<file path="config.mk">
export PLATFORM = sky130hd
export DESIGN_NAME = axi_master_arbiter
export DESIGN_NICKNAME = d
export VERILOG_FILES = /design/src/rtl/axi_master_arbiter_pkg.sv /design/src/rtl/axi_master_arbiter_pick.sv /design/src/rtl/axi_master_arbiter.sv
export SDC_FILE = /design/constraint.sdc
export NUM_CORES = 1
export LEC_CHECK = 0
export CORE_MARGIN = 10
export CORE_UTILIZATION = 30
export DETAILED_ROUTE_END_ITERATION = 8
export GPL_ROUTABILITY_DRIVEN = 0
export PLACE_DENSITY = 0.79
export SYNTH_ARGS = -nofsm -noshare
export SYNTH_HDL_FRONTEND = slang
export SYNTH_HIERARCHICAL = 1
export SYNTH_SLANG_ARGS = --single-unit
</file>
<file path="constraint.sdc">
create_clock -name ACLK -period 1.6 [get_ports ACLK]
set_clock_uncertainty 0.15 [all_clocks]
set_input_delay 0.32 -clock ACLK [delete_from_list [all_inputs] [get_ports ACLK]]
set_output_delay 0.32 -clock ACLK [all_outputs]
set_load 0.01 [all_outputs]
</file>
<file path="src/rtl/axi_master_arbiter_pkg.sv">
// Shared definitions for the two-requester AXI4-lite master arbiter:
// FSM state encodings, requester count, AXI response codes and default widths.
package axi_master_arbiter_pkg;

  localparam int ARB_NREQ     = 2;
  localparam int AXI_ADDR_W   = 32;
  localparam int AXI_DATA_W   = 32;

  localparam logic [1:0] AXI_RESP_OKAY   = 2'b00;
  localparam logic [1:0] AXI_RESP_SLVERR = 2'b10;

  typedef enum logic [1:0] {
    ARB_IDLE  = 2'b00,
    ARB_ISSUE = 2'b01,
    ARB_WAIT  = 2'b10
  } arb_state_t;

endpackage

</file>
<file path="src/rtl/axi_master_arbiter_pick.sv">
// Combinational winner select for the arbiter.
// Default build: round-robin; on a tie the requester that did not win last time wins.
// With AXI_ARB_FIXED_PRIO_EN defined: r1 (data port) always wins a tie and last_id
// is ignored, so r0 can starve.
module axi_master_arbiter_pick
  import axi_master_arbiter_pkg::*;
(
  input  logic [ARB_NREQ-1:0] req,
  input  logic                last_id,
  output logic                winner
);

`ifdef AXI_ARB_FIXED_PRIO_EN
  // last_id has no meaning under fixed priority
  logic unused_last_id;
  assign unused_last_id = last_id;

  // r1 wins whenever it requests, otherwise r0
  always_comb begin
    winner = req[1];
  end
`else
  // Tie goes to the requester other than the previous winner; a lone requester wins outright
  always_comb begin
    winner = 1'b0;
    if (req[0] && req[1]) begin
      winner = ~last_id;
    end else begin
      winner = req[1];
    end
  end
`endif

endmodule

</file>
<file path="src/rtl/axi_master_arbiter.sv">
// Two-requester arbiter in front of a single AXI4-lite master.
// Grants one requester, latches its command, strobes M_access for one cycle,
// then waits for the master to complete and routes data/response back to the
// granted requester only. Tie policy lives in axi_master_arbiter_pick and is
// switched to fixed priority by defining AXI_ARB_FIXED_PRIO_EN.
module axi_master_arbiter
  import axi_master_arbiter_pkg::*;
#(
  parameter int ADDR_W = AXI_ADDR_W,
  parameter int DATA_W = AXI_DATA_W,
  parameter int STRB_W = DATA_W / 8
)(
  input  logic              ACLK,
  input  logic              ARESETn,
  input  logic              r0_req,
  input  logic              r0_rd0_wr1,
  input  logic [ADDR_W-1:0] r0_addr,
  input  logic [DATA_W-1:0] r0_wdata,
  input  logic [STRB_W-1:0] r0_wstrb,
  output logic              r0_gnt,
  output logic              r0_done,
  output logic [DATA_W-1:0] r0_rdata,
  output logic [1:0]        r0_resp,
  input  logic              r1_req,
  input  logic              r1_rd0_wr1,
  input  logic [ADDR_W-1:0] r1_addr,
  input  logic [DATA_W-1:0] r1_wdata,
  input  logic [STRB_W-1:0] r1_wstrb,
  output logic              r1_gnt,
  output logic              r1_done,
  output logic [DATA_W-1:0] r1_rdata,
  output logic [1:0]        r1_resp,
  output logic              M_access,
  output logic              M_rd0_wr1,
  output logic [ADDR_W-1:0] M_addr,
  output logic [DATA_W-1:0] M_write_data,
  output logic [STRB_W-1:0] M_write_strobe,
  input  logic              ready_M,
  input  logic [DATA_W-1:0] read_data_M,
  input  logic              read_data_valid_M,
  input  logic [1:0]        resp_M
);

  arb_state_t        state_reg, state_next;
  logic              gnt_id_reg, gnt_id_next;
  logic              last_id_reg, last_id_next;
  logic              m_rd0_wr1_reg, m_rd0_wr1_next;
  logic [ADDR_W-1:0] m_addr_reg, m_addr_next;
  logic [DATA_W-1:0] m_wdata_reg, m_wdata_next;
  logic [STRB_W-1:0] m_wstrb_reg, m_wstrb_next;

  logic [ARB_NREQ-1:0] req_vec;
  logic                winner;

  assign req_vec = {r1_req, r0_req};

  axi_master_arbiter_pick u_pick (
    .req     (req_vec),
    .last_id (last_id_reg),
    .winner  (winner)
  );

  // State, grant bookkeeping and latched command; last_id resets to 1 so r0 wins the first tie
  always_ff @(posedge ACLK or negedge ARESETn) begin
    if (!ARESETn) begin
      state_reg     <= ARB_IDLE;
      gnt_id_reg    <= 1'b0;
      last_id_reg   <= 1'b1;
      m_rd0_wr1_reg <= 1'b0;
      m_addr_reg    <= '0;
      m_wdata_reg   <= '0;
      m_wstrb_reg   <= '0;
    end else begin
      state_reg     <= state_next;
      gnt_id_reg    <= gnt_id_next;
      last_id_reg   <= last_id_next;
      m_rd0_wr1_reg <= m_rd0_wr1_next;
      m_addr_reg    <= m_addr_next;
      m_wdata_reg   <= m_wdata_next;
      m_wstrb_reg   <= m_wstrb_next;
    end
  end

  // Next state: grant from IDLE when the master is free, one ISSUE cycle, WAIT for completion
  always_comb begin
    state_next     = state_reg;
    gnt_id_next    = gnt_id_reg;
    last_id_next   = last_id_reg;
    m_rd0_wr1_next = m_rd0_wr1_reg;
    m_addr_next    = m_addr_reg;
    m_wdata_next   = m_wdata_reg;
    m_wstrb_next   = m_wstrb_reg;
    case (state_reg)
      ARB_IDLE: begin
        if ((|req_vec) && ready_M) begin
          state_next   = ARB_ISSUE;
          gnt_id_next  = winner;
          last_id_next = winner;
          if (winner) begin
            m_rd0_wr1_next = r1_rd0_wr1;
            m_addr_next    = r1_addr;
            m_wdata_next   = r1_wdata;
            m_wstrb_next   = r1_wstrb;
          end else begin
            m_rd0_wr1_next = r0_rd0_wr1;
            m_addr_next    = r0_addr;
            m_wdata_next   = r0_wdata;
            m_wstrb_next   = r0_wstrb;
          end
        end
      end
      // ready_M is pulled low by M_access here, so it is deliberately ignored
      ARB_ISSUE: state_next = ARB_WAIT;
      ARB_WAIT: begin
        if (ready_M) begin
          state_next = ARB_IDLE;
        end
      end
      default: state_next = ARB_IDLE;
    endcase
  end

  logic              owns;
  logic              complete;
  logic [DATA_W-1:0] rdata_src;

  assign owns      = (state_reg == ARB_ISSUE) || (state_reg == ARB_WAIT);
  assign complete  = (state_reg == ARB_WAIT) && ready_M;
  assign rdata_src = read_data_valid_M ? read_data_M : '0;

  logic [ARB_NREQ-1:0] gnt_vec;
  logic [ARB_NREQ-1:0] done_vec;
  logic [DATA_W-1:0]   rdata_vec [ARB_NREQ];
  logic [1:0]          resp_vec  [ARB_NREQ];

  // Per-requester return path: only the granted requester ever sees done/data/response
  genvar gi;
  generate
    for (gi = 0; gi < ARB_NREQ; gi++) begin : g_req
      localparam logic REQ_ID = 1'(gi);
      assign gnt_vec[gi]   = owns && (gnt_id_reg == REQ_ID);
      assign done_vec[gi]  = complete && (gnt_id_reg == REQ_ID);
      assign rdata_vec[gi] = done_vec[gi] ? rdata_src : '0;
      assign resp_vec[gi]  = done_vec[gi] ? resp_M : AXI_RESP_OKAY;
    end
  endgenerate

  assign r0_gnt   = gnt_vec[0];
  assign r1_gnt   = gnt_vec[1];
  assign r0_done  = done_vec[0];
  assign r1_done  = done_vec[1];
  assign r0_rdata = rdata_vec[0];
  assign r1_rdata = rdata_vec[1];
  assign r0_resp  = resp_vec[0];
  assign r1_resp  = resp_vec[1];

  assign M_access       = (state_reg == ARB_ISSUE);
  assign M_rd0_wr1      = m_rd0_wr1_reg;
  assign M_addr         = m_addr_reg;
  assign M_write_data   = m_wdata_reg;
  assign M_write_strobe = m_wstrb_reg;

endmodule

</file>
==> flow_summary_export.csv <==
group,metric,value,unit
sta,maxSlewHeadroom,69.1,%
routing,remaining_drc_errors,0,
pwr,cellLeakagePower,4.24,nW
floorplanning,fp.dieW,133,um
critical_path,critPathKind,"reg2out",
sta,setup_tns,-67990,ps
placed_design,dpl-instance-area,7710,um^2
clocking,cts.htree.levels,3,
sta,post-route-period-util,140,%
routing,drt_pass1_iterations,4,
clocking,clock_sinks,73,
routing,ant_nets,0,
yosys,synth_top_area_share,46.8,%
cells_and_area,postLayoutCellArea,9020,um^2
yosys,synth_most_common_cell,"nand2_1",
critical_path,critPathTopFamily,"buffers and inverters",
yosys,async_reset_ff_share,100,%
global_route,grt_pass1_vias,5093,
worst_hold_path,min_from,"M_write_data[12]$_DFFE_PN0P_",
critical_path,start_kind,"register",
yosys,synthTopCellsByCount,"nand2_1 (106), dfrtp_1 (72), mux2i_1 (69), nor2_1 (69), o21ai_1 (69)",
yosys,synth_edf_count,0,
floorplanning,coreArea,12600,um^2
critical_path,r2r-end,"state_reg[1]$_DFFE_PN0P_",
clocking,clkLatencyLatePin,330,ps
global_route,grt_pass1_wl,29500,um
critical_path,crit_path_start,"state_reg[0]$_DFFE_PN0P_",
global_route,grt_max_degree,74,
critical_path,path_cells,"inv_2, ha_4, nand2_2, or2_4, buf_12, buf_6, nor2_4, buf_6",
routing,post_drt_via_cell_ratio,4.82,
floorplanning,die_y,133,um
global_route,antenna_found_initial,2,
sta,finalMaxSlewViolations,0,
clocking,cts_tree,"done",
yosys,ys_types,23,
sta,timing.fmax,0.446,GHz
yosys,synth.area.top_cells,"dfrtp_1 (47%), mux2i_1 (18%), nand2_1 (10%), o21ai_1 (9.0%), nor2_1 (6.7%)",
routing,num_vias,4793,
job,cap_violations,0,
critical_path,worstPathBufferInverterCount,4,
critical_path,critPathMaxStageDelay,390,ps
sta,rsz0062_at_grt,"true",
clocking,clock-root-buffer,"clkbuf_16",
floorplanning,initial_core_util,30.6,%
sta,setup_violations,146,
critical_path,r2r_cells,8,
critical_path,reg2reg_slack,-530,ps
critical_path,crit_path_frequent_cell,"buf_6",
clocking,clk_pin_slew,60,ps
global_route,grt_usage,21.2,%
placed_design,dp_hpwl,14500,um
pwr,finalPower,12.0,mW
clocking,clockBufferDepth,2,
floorplanning,ios,320,
sta,timing.final.ws_setup,-642,ps
sta,tightest_slew,461,ps
critical_path,reg2reg_from,"state_reg[1]$_DFFE_PN0P_",
yosys,ys_seq_elements,73,
cells_and_area,syn2layout_area_growth,134,%
run_status,violations,"setup timing",
yosys,synth_top_area_cell,"dfrtp_1",
critical_path,worstPathArrival,1770,ps
yosys,synthCells,439,
clocking,cts_buffers,9,
worst_hold_path,holdPathEnd,"M_write_data[12]$_DFFE_PN0P_",
floorplanning,core.rowCount,41,
yosys,netlist_area,3850,um^2
cells_and_area,drive_above_1_share,33.6,%
floorplanning,die_area,17800,um^2
yosys,yosysSeqAreaShare,47.5,%
pwr,ir_worst_vdd,0.753,mV
yosys,yosys_warnings,6,
sta,worst_hold_slack,327,ps
routing,dr.first_iter.drc_count,197,
routing,finalWirelength,21200,um
worst_hold_path,holdCritPathClass,"reg2reg",
yosys,syn-num-nets,620,
sta,fin_crit,2240,ps
critical_path,endpoint_kind,"primary output",
yosys,ys.flop_type,"dfrtp_1",
worst_hold_path,whs_path_depth,2,
cells_and_area,nNetsFinal,997,
critical_path,crit_path_max_fanout,5,
critical_path,slowest_stage,"dfrtp_1",
pwr,cellPowerDensity,1330,nW/um^2
critical_path,required,1130,ps
routing,wl_per_cell,21.3,um
yosys,syn_area_per_cell,8.76,um^2
placed_design,io_buffers,319,
run_status,status,"finished, violations left",
sta,final_hold_viol_count,0,
global_route,grt.overflow.total,0,
[worst min-delay path: stages, from the launching register on]
cell     delay [ps]
dfrtp_1         330
nand2_1          50
o21ai_1          60
[what timing repair did]
action | CTS | global route
gates cloned | 16 | 6
gates resized for setup | 455 | 77
hold buffers | 1 | 0
pin swaps | 5 | 15
endpoints found under the hold margin | 72 | 0
setup buffers | 12 | 14
setup endpoints to repair | 214 | 146
[stage by stage]
step           instances  setup WS (ps)  utilization, %
2_1_floorplan        439           -134               -
3_3_place_gp         930           -849            61.4
3_5_place_dp         930           -878            61.4
4_1_cts              975           -661            67.7
5_1_grt              995           -710            71.7
6_report             995           -642            71.7
[worst max path at each step]
stage                                           to  cells past startpoint
after floorplan           state_reg[1]$_DFFE_PN0P_                      5
after global placement                r1_rdata[23]                      6
after detailed placement              r1_rdata[23]                      6
after CTS                             r1_rdata[20]                      7
after global routing                  r0_rdata[12]                      8
final                                 r0_rdata[11]                      8
[kinds of logic after synthesis]
kind of cell               after synthesis  synth area share, %
AOI/OAI and AO/OA                       74                 10.3
adders and majority gates                3                0.976
buffers and inverters                   39                 5.04
DFF                                     73                 47.5
muxes                                   70                 18.2
and+or+nand+nor                        180                 17.9
[final cells by class]
type	instances	area [um^2]
Multi-Input combinational cell	327	2380
Timing Repair Buffer	399	4250
Inverter	6	30.0
Antenna cell	2	5.00
Clock inverter	5	53.8
Sequential cell	73	1830
Tap cell	172	215
Fill cell	870	3550
Clock buffer	11	253
[layout by cell type, fill, tap and decap left out, types with 3 or more instances in the layout]
cell type	synthesis	routed
mux2i_1	69	69
buf_12	0	17
inv_1	5	3
nand2_4	0	3
nor2_4	0	36
dfrtp_1	72	72
nand2_1	106	94
o21ai_1	69	40
buf_16	0	13
buf_2	14	33
ha_4	0	3
clkbuf_16	0	14
buf_6	0	54
dlygate4sd2_1	0	71
clkdlybuf4s50_1	0	174
nor2_1	69	18
clkinv_2	0	3
nand2_2	0	9
o21ai_2	0	28
nor2_2	0	15
buf_4	8	29
[metal layers]
metal	up-vias	share of wire, %	track usage (%)
met3	38	8.2	8.12
li1	2224	-	-
met2	228	53	39.2
met1	2303	36	20.9
met5	-	0	0
met4	0	2.8	8.28
[where the power goes]
group	switching (mW)	internal (mW)
sequential	0.515	2.73
clock	0.760	1.29
combinational	3.17	3.54
total	4.44	7.56
(Power assumes the default switching activity.)
